<file path="config.mk">
export PLATFORM = sky130hd
export DESIGN_NAME = memory_arbiter
export DESIGN_NICKNAME = d
export VERILOG_FILES = /design/src/rtl/memory_arbiter.sv
export SDC_FILE = /design/constraint.sdc
export NUM_CORES = 1
export LEC_CHECK = 0
export ABC_AREA = 1
export BUFFER_PORTS_ARGS = -buffer_cell sky130_fd_sc_hd__buf_2
export CORE_UTILIZATION = 25
export DETAILED_ROUTE_END_ITERATION = 12
export PLACE_DENSITY_LB_ADDON = 0.25
export SLEW_MARGIN = 10
export SYNTH_ARGS = -nofsm -noshare
export SYNTH_HDL_FRONTEND = slang
export SYNTH_SLANG_ARGS = --single-unit
export TNS_END_PERCENT = 20
</file>
<file path="constraint.sdc">
create_clock -name i_Clock -period 4.5 [get_ports i_Clock]
set_input_delay 0.9 -clock i_Clock [delete_from_list [all_inputs] [get_ports i_Clock]]
set_output_delay 0.9 -clock i_Clock [all_outputs]
set_load 0.03 [all_outputs]
</file>
<file path="src/rtl/memory_arbiter.sv">
// memory_arbiter: round-robin owner of the single coprocessor memory port.
// A unit raises its request, is granted one-hot, keeps the grant for as long
// as it holds its request, and gets its address/enables steered to memory.
// Two sticky flags report an over-long burst and any enable raised by a unit
// that does not currently own the port.
//
// Handshake: a unit raises i_Grant_Request[n] and holds it for the whole burst.
// The grant (o_Grant[n]) appears after the first edge that sees the request in
// IDLE. The unit may drive its enables only while its own o_Grant bit is 1, and
// it drops its request after its final access cycle. The grant clears on the
// edge that sees the owner's request low, and the port is re-arbitrated one
// edge later, so consecutive grants are separated by exactly one idle cycle.
module memory_arbiter #(
    parameter int num_requesters     = 4,
    parameter int num_requesters_log = 2,
    parameter int memory_size_log    = 10,
    parameter int max_hold           = 64
) (
    input  logic                                      i_Clock,
    input  logic                                      i_Reset,
    input  logic [num_requesters-1:0]                 i_Grant_Request,
    output logic [num_requesters-1:0]                 o_Grant,
    input  logic [num_requesters*memory_size_log-1:0] i_Memory_Address,
    input  logic [num_requesters-1:0]                 i_Memory_Write_Enable,
    input  logic [num_requesters-1:0]                 i_Memory_Read_Enable,
    output logic [memory_size_log-1:0]                o_Memory_Address,
    output logic                                      o_Memory_Write_Enable,
    output logic                                      o_Memory_Read_Enable,
    output logic [num_requesters_log-1:0]             o_Owner,
    output logic                                      o_Busy,
    output logic                                      o_Hold_Violation,
    output logic                                      o_Protocol_Error
);

    // Hold counter must be able to represent max_hold itself (it saturates there).
    localparam int hold_w = $clog2(max_hold + 1);
    localparam logic [hold_w-1:0] hold_limit = hold_w'(max_hold);
    // Pointer reset value: the highest index, so unit 0 wins the first scan.
    localparam logic [num_requesters_log-1:0] last_reset = num_requesters_log'(num_requesters - 1);

    typedef enum logic {
        state_idle    = 1'b0,
        state_granted = 1'b1
    } state_t;

    state_t                          state_q, state_d;
    logic [num_requesters-1:0]       grant_q, grant_d;
    logic [num_requesters_log-1:0]   owner_q, owner_d;
    logic [num_requesters_log-1:0]   last_q, last_d;
    logic [hold_w-1:0]               hold_cnt_q, hold_cnt_d;
    logic                            hold_viol_q, hold_viol_d;
    logic                            proto_err_q, proto_err_d;

    // Arbitration scan results.
    int                              scan_int;
    logic [num_requesters_log-1:0]   scan_idx;
    logic                            arb_found;
    logic [num_requesters_log-1:0]   arb_winner;

    logic                            busy;
    logic                            owner_req;
    logic [hold_w-1:0]               hold_sat;
    logic                            bad_enable;

    // The FSM state is directly visible as o_Busy (GRANTED <=> busy).
    assign busy      = (state_q == state_granted);
    assign owner_req = i_Grant_Request[owner_q];
    assign hold_sat  = (hold_cnt_q == hold_limit) ? hold_cnt_q : hold_cnt_q + hold_w'(1);

    // Round-robin scan: first requester at last+1, last+2, ... with wrap-around.
    always_comb begin
        arb_found  = 1'b0;
        arb_winner = last_q;
        scan_int   = 0;
        scan_idx   = '0;
        for (int i = 1; i <= num_requesters; i++) begin
            scan_int = int'(last_q) + i;
            if (scan_int >= num_requesters) begin
                scan_int = scan_int - num_requesters;
            end
            scan_idx = num_requesters_log'(scan_int);
            if (!arb_found && i_Grant_Request[scan_idx]) begin
                arb_found  = 1'b1;
                arb_winner = scan_idx;
            end
        end
    end

    // Any enable from a unit that is not the current owner is a protocol error
    // (while IDLE nobody owns the port, so every enable counts).
    always_comb begin
        bad_enable = 1'b0;
        for (int n = 0; n < num_requesters; n++) begin
            if ((i_Memory_Write_Enable[n] || i_Memory_Read_Enable[n]) &&
                !(busy && (owner_q == num_requesters_log'(n)))) begin
                bad_enable = 1'b1;
            end
        end
    end

    // Memory port mux: only the owner's slice ever reaches memory.
    always_comb begin
        o_Memory_Address      = '0;
        o_Memory_Write_Enable = 1'b0;
        o_Memory_Read_Enable  = 1'b0;
        for (int n = 0; n < num_requesters; n++) begin
            if (busy && (owner_q == num_requesters_log'(n))) begin
                o_Memory_Address      = i_Memory_Address[n*memory_size_log +: memory_size_log];
                o_Memory_Write_Enable = i_Memory_Write_Enable[n];
                o_Memory_Read_Enable  = i_Memory_Read_Enable[n];
            end
        end
    end

    // Next-state logic: grant in IDLE, hold/release in GRANTED, sticky flags.
    always_comb begin
        state_d     = state_q;
        grant_d     = grant_q;
        owner_d     = owner_q;
        last_d      = last_q;
        hold_cnt_d  = hold_cnt_q;
        hold_viol_d = hold_viol_q;
        proto_err_d = proto_err_q | bad_enable;
        case (state_q)
            state_idle: begin
                if (arb_found) begin
                    state_d             = state_granted;
                    grant_d             = '0;
                    grant_d[arb_winner] = 1'b1;
                    owner_d             = arb_winner;
                    last_d              = arb_winner;
                    hold_cnt_d          = '0;
                end
            end
            state_granted: begin
                if (owner_req) begin
                    // No preemption: other requests are ignored while owned.
                    hold_cnt_d = hold_sat;
                    if (hold_sat == hold_limit) begin
                        hold_viol_d = 1'b1;
                    end
                end else begin
                    // Release wins over any pending requests; they are
                    // arbitrated on the following edge.
                    state_d = state_idle;
                    grant_d = '0;
                end
            end
            default: begin
                state_d = state_idle;
                grant_d = '0;
            end
        endcase
    end

    // State register with asynchronous reset.
    always_ff @(posedge i_Clock or posedge i_Reset) begin
        if (i_Reset) begin
            state_q     <= state_idle;
            grant_q     <= '0;
            owner_q     <= '0;
            last_q      <= last_reset;
            hold_cnt_q  <= '0;
            hold_viol_q <= 1'b0;
            proto_err_q <= 1'b0;
        end else begin
            state_q     <= state_d;
            grant_q     <= grant_d;
            owner_q     <= owner_d;
            last_q      <= last_d;
            hold_cnt_q  <= hold_cnt_d;
            hold_viol_q <= hold_viol_d;
            proto_err_q <= proto_err_d;
        end
    end

    assign o_Grant          = grant_q;
    assign o_Owner          = owner_q;
    assign o_Busy           = busy;
    assign o_Hold_Violation = hold_viol_q;
    assign o_Protocol_Error = proto_err_q;

endmodule
</file>
## After elaboration in Yosys (flattened, before gate mapping)

Cells that the tools add are included.

- Memory bits (writable): 0
- ROM bits: 0
- Bits in latches: 0
- Output and inout bits: 21
- Input bits: 54
- Word-level logic and storage cells: 115
- Flip-flop bits (word level): 18
- Memories: 0

- Add/subtract/negate cells: 9
- Div/mod/pow operators: 0
- Magnitude comparators: 11
- Bitwise gates (word level): 2
- Muxes and demuxes: 50
- Shift operators: 0
- Reduce and logical (&&, ||, !) cells: 28
- $mul: 0
- Eq/ne operators: 8

Operators with widths:

| kind | number |
|---|---|
| $mux 10 | 4 |
| $mux 1 | 24 |
| $mux 7 | 3 |
| $lt 2x3->1 const B | 6 |
| $mux 2 | 8 |
| $eq 7x7->1 const B | 2 |
| $pmux 7 s2 | 1 |
| $logic_and 1x1->1 | 12 |
| $bmux 1 s2 | 5 |
| $ge 3x3->1 const B | 3 |
| $mux 4 | 2 |
| $pmux 4 s2 | 1 |
| $sub 2x1->2 const B | 4 |
| $add 7x1->7 const B | 1 |
| $logic_not 1->1 | 7 |
| $add 2x2->3 const B | 2 |
| $reduce_and 2->1 | 3 |
| $add 2x3->4 const B | 1 |
| $eq 2x2->1 const B | 2 |
| $ge 4x3->1 const B | 1 |
| $logic_or 1x1->1 | 4 |
| $ne 2x2->1 const B | 2 |
| $add 2x1->3 const B | 1 |
| $reduce_and 3->1 | 1 |
| 8 further kinds | 8 |

## Depth between registers and ports, before layout

- Word-level depth: 21
- Depth in mapped cells: 13
- Mapped depth without buffers: 12

## Worst setup path before layout

No wires, ideal clock.

- Path type: reg2out
- Start: register state_q (netlist: o_Busy)
- End: output o_Memory_Address[0]
- Data required time: 3.600 ns
- Cell stages (with the launch flop): 5
- Arrival: 1.700 ns
- Path buffers: 2
- Path slack: 1.900 ns
- Cells stage by stage: dfrtp_1 > buf_2 > nand3_1 > buf_1 > o2111ai_1

- Word-level cells in the longest chain between the ends: 5
- Elaborated cells on any way between the ends: 8
- Classes of those cells: 4 x mux; 4 x reduce/logical

RTL lines:

| element | RTL line | text |
|---|---|---|
| start, declared | 46 | `state_t state_q, state_d;` |
| start signal, assigned | 159 | `state_q <= state_idle;` |
| start signal, assigned | 167 | `state_q <= state_d;` |
| $logic_and 1x1->1 | 107 | `if (busy && (owner_q == num_requesters_log'(n))) begin` |
| $mux 10 (3 in a row) | 107 |  |
| $mux 10 (*) | 107 |  |
| end, declared | 26 | `output logic [memory_size_log-1:0] o_Memory_Address,` |

Every way passes the cells marked *; elsewhere a longest branch is shown, timed or not.

## Worst setup path in the final report

- Start: register state_q (netlist: o_Busy)
- End: output o_Memory_Write_Enable

- Word-level cells in the longest chain between the ends: 5
- Elaborated cells on any way between the ends: 8
- Classes of those cells: 4 x mux; 4 x reduce/logical

RTL lines:

| element | RTL line | text |
|---|---|---|
| $logic_and 1x1->1 | 107 |  |
| $mux 1 (3 in a row) | 107 |  |
| $mux 1 (*) | 107 |  |
| end, declared | 27 | `output logic o_Memory_Write_Enable,` |

Marks and branches as above.

==> metrics.md <==
| Metric | Value |
|---|---|
| Gpl congestion | 0.763 |
| Reg clk slew, reported paths | 0.08 ns |
| Status | complete, no violations |
| Root buf cell | clkbuf_8 |
| Layout cell share with drive strength beyond 1 | 40.1% |
| P per Cell Area | 730 mW/mm2 |
| Post-synthesis sequential area ratio | 27.1% |
| Setup bufs post-CTS | 0 |
| Family with the most delay on the worst path | flip-flops |
| Drt pass-1 iters | 4 |
| Avg Vias per Cell | 4.68 |
| H-tree depth | 1 |
| # rows | 29 |
| Crit path DAT | 2.22 ns |
| Number of global-route vias before repair | 1661 |
| Routed len/inst | 11.9 um |
| DRT Wirelength | 4.50 mm |
| Fin Setup TNS | 0 ns |
| Net Sw Frac | 58.6% |
| Die height | 83.8 um |
| First-pass GRT wire length | 7.78 mm |
| DRC viols | 0 |
| Initial antenna violation count | 0 |
| Worst vdd ir | 405 uV |
| Clk Latency, worst-skew pair | 0.26 ns |
| Total GRT Usage | 13.3% |
| Total power | 1580 uW |
| I/O Pins | 75 |
| Final Critical Period | 3.12 ns |
| DR iter-0 viols | 73 |
| FF+latch count, synth | 18 |
| RSZ-0062 raised after global routing | no |
| Initial core utilization | 26.2% |
| Syn-to-layout area delta | 29.5% |
| Startpoint type of the worst setup path | register |
| Final ANT Viol Nets | 0 |
| CP Cell Sequence | nand3_1 -> o2111ai_1 -> buf_2 |
| CTS tree | yes |
| Critical path capture point type | output pin |
| Hold buffers post-CTS | 0 |
| Syn nets | 286 |
| Combinational power share | 72.3% |
| HP Class | register to register |
| Sequential share of power | 19.1% |
| Reg2Reg Setup Slack | 2.62 ns |
| FMAX | 0.320 GHz |
| Cell variety after synth | 33 |
| I/O Buffers | 74 |
| Synthesis Warnings | 0 |
| Cell Area, Synth | 0.00167 mm2 |
| Leak pwr | 0.00111 uW |
| Syn avg cell area | 7.27 um2 |
| Max Buffers Root-to-Sink | 2 |
| CTS Sinks | 18 |
| Final net count | 359 |
| Final period util | 69.4% |
| Slew @ Worst Pin | 0.725 ns |
| Post-Syn Instances | 230 |
| Clk_skew | 0.00442 ns |
| Die area | 0.00702 mm2 |
| Crit-path slowest cell | dfrtp_1 |
| Fin. Hold Viols | 0 |
| Total grt overflow | 0 |
| Clock power share | 8.6% |
| Max transition margin | 51.6% |
| Crit Path Class | register to output pin |
| Slew Viols, Final | 0 |
| Post-DP HPWL | 3.53 mm |
| Final Setup Violations | 0 |
| Critical path's largest stage delay | 0.79 ns |
| # resized after CTS | 0 |
| DIE WIDTH | 83.8 um |
| Worst Path Buf+Inv | 1 |
| Worst-path fanout max | 22 |
| Critical Path RT | 3.60 ns |
| Net Switching | 925 uW |
| Cts bufs inserted | 3 |
| Via count | 1772 |
| Max_cap viols | 0 |
| Internal power | 655 uW |
| Largest net degree at the start of global routing | 23 |
| Core area | 0.00639 mm2 |
| Number of diodes | 0 |
## worst reg2reg max path: stages, from the launching register on
cell       delay, ns
dfrtp_1         0.79
nand3_1         0.56
a21oi_1         0.28
o2111ai_1       0.12
## Yosys cell counts, drive strengths merged
library cell   n  share of area [%]
nor2           9                3.6
dfstp          2                3.1
or2            3                1.1
a21oi          3               0.90
nor3           3               0.90
buf            4                1.5
ha             2                1.5
nand2         76                 24
nand3         41                 14
o22ai          2                1.5
dfrtp         16                 24
xor2           4                2.1
o21ai         16                6.1
clkbuf         3               0.67
inv           31                7.7
nand4          2               0.75
o2111ai       13                6.8
## layer usage
metal / up-vias / global-route usage, % / part of all wire, %
met3: 2 / 2.18 / 2.4
met5: - / 0 / 0
met1: 827 / 18.0 / 47
li1: 916 / - / -
met2: 27 / 22.8 / 50
met4: 0 / 1.85 / 0.42
## layout by cell type, fill, tap and decap left out, drive strengths merged
master | Yosys | routed
xor2 | 4 | 4
nand2 | 76 | 76
inv | 31 | 31
o2111ai | 13 | 13
nor2 | 9 | 9
nor3 | 3 | 3
o22ai | 2 | 2
nand4 | 2 | 2
clkbuf | 3 | 4
dfstp | 2 | 2
dfrtp | 16 | 16
or2 | 3 | 3
buf | 4 | 75
a21oi | 3 | 3
nand3 | 41 | 41
o21ai | 16 | 16
ha | 2 | 2
## registers in the layout, indices dropped and copies added (netlist names)
signal and count:
o_Hold_Violation 1, hold_cnt_q 7, o_Busy 1, o_Owner 2, o_Grant 4, last_q 2
o_Protocol_Error 1
## worst paths after layout
| kind | cells after the start | startpoint | endpoint |
|---|---|---|---|
| hold reg to reg | 2 | o_Hold_Violation | o_Hold_Violation |
| setup / recovery | 3 | o_Busy | o_Memory_Write_Enable |
| min in group asynchronous | 2 | i_Reset | o_Hold_Violation |
| max in group asynchronous | 2 | i_Reset | o_Owner[1] |
| setup reg to reg | 3 | o_Busy | o_Protocol_Error |
| hold / removal | 2 | o_Hold_Violation | o_Hold_Violation |
## power groups by stage
stage / Clock (uW) / Combinational [uW] / Sequential (uW)
after floorplan: 0 / 918 / 301
after global placement: 0 / 1150 / 303
after detailed placement: 0 / 1160 / 304
after CTS: 142 / 1160 / 301
after global routing: 146 / 1260 / 313
final: 136 / 1140 / 301
## metrics by stage
stage	utilization (%)	instance area (um2)	instances	hold WS [ns]	setup WS (ns)
after detailed placement	33.0	2110	375	0.454	1.65
after global placement	33.0	2110	375	0.447	1.69
after global routing	33.9	2160	379	0.504	1.09
final	33.9	2160	379	0.466	1.38
after CTS	33.9	2160	379	0.474	1.35
after floorplan	-	1670	230	0.505	1.90
## cell families (layout without fill, tap and decap cells)
family                   after synthesis  count (layout)  share of synthesized area [%]
XOR/XNOR                               4               4                           2.10
AO/OA/AOI/OAI                         34              34                           15.3
buffers and inverters                 38             110                           9.88
AND/OR/NAND/NOR                      134             134                           44.1
adder cells (fa/ha/maj)                2               2                           1.50
flip-flops                            18              18                           27.1
## cell type report
| class | instances | area (um2) |
|---|---|---|
| clock buffers | 4 | 55.1 |
| fillers | 709 | 4220 |
| inverters | 31 | 129 |
| multi-input cells | 174 | 1050 |
| flip-flops and latches | 18 | 453 |
| well taps | 77 | 96.3 |
| repair buffers | 75 | 378 |
(Power assumes the default switching activity.)
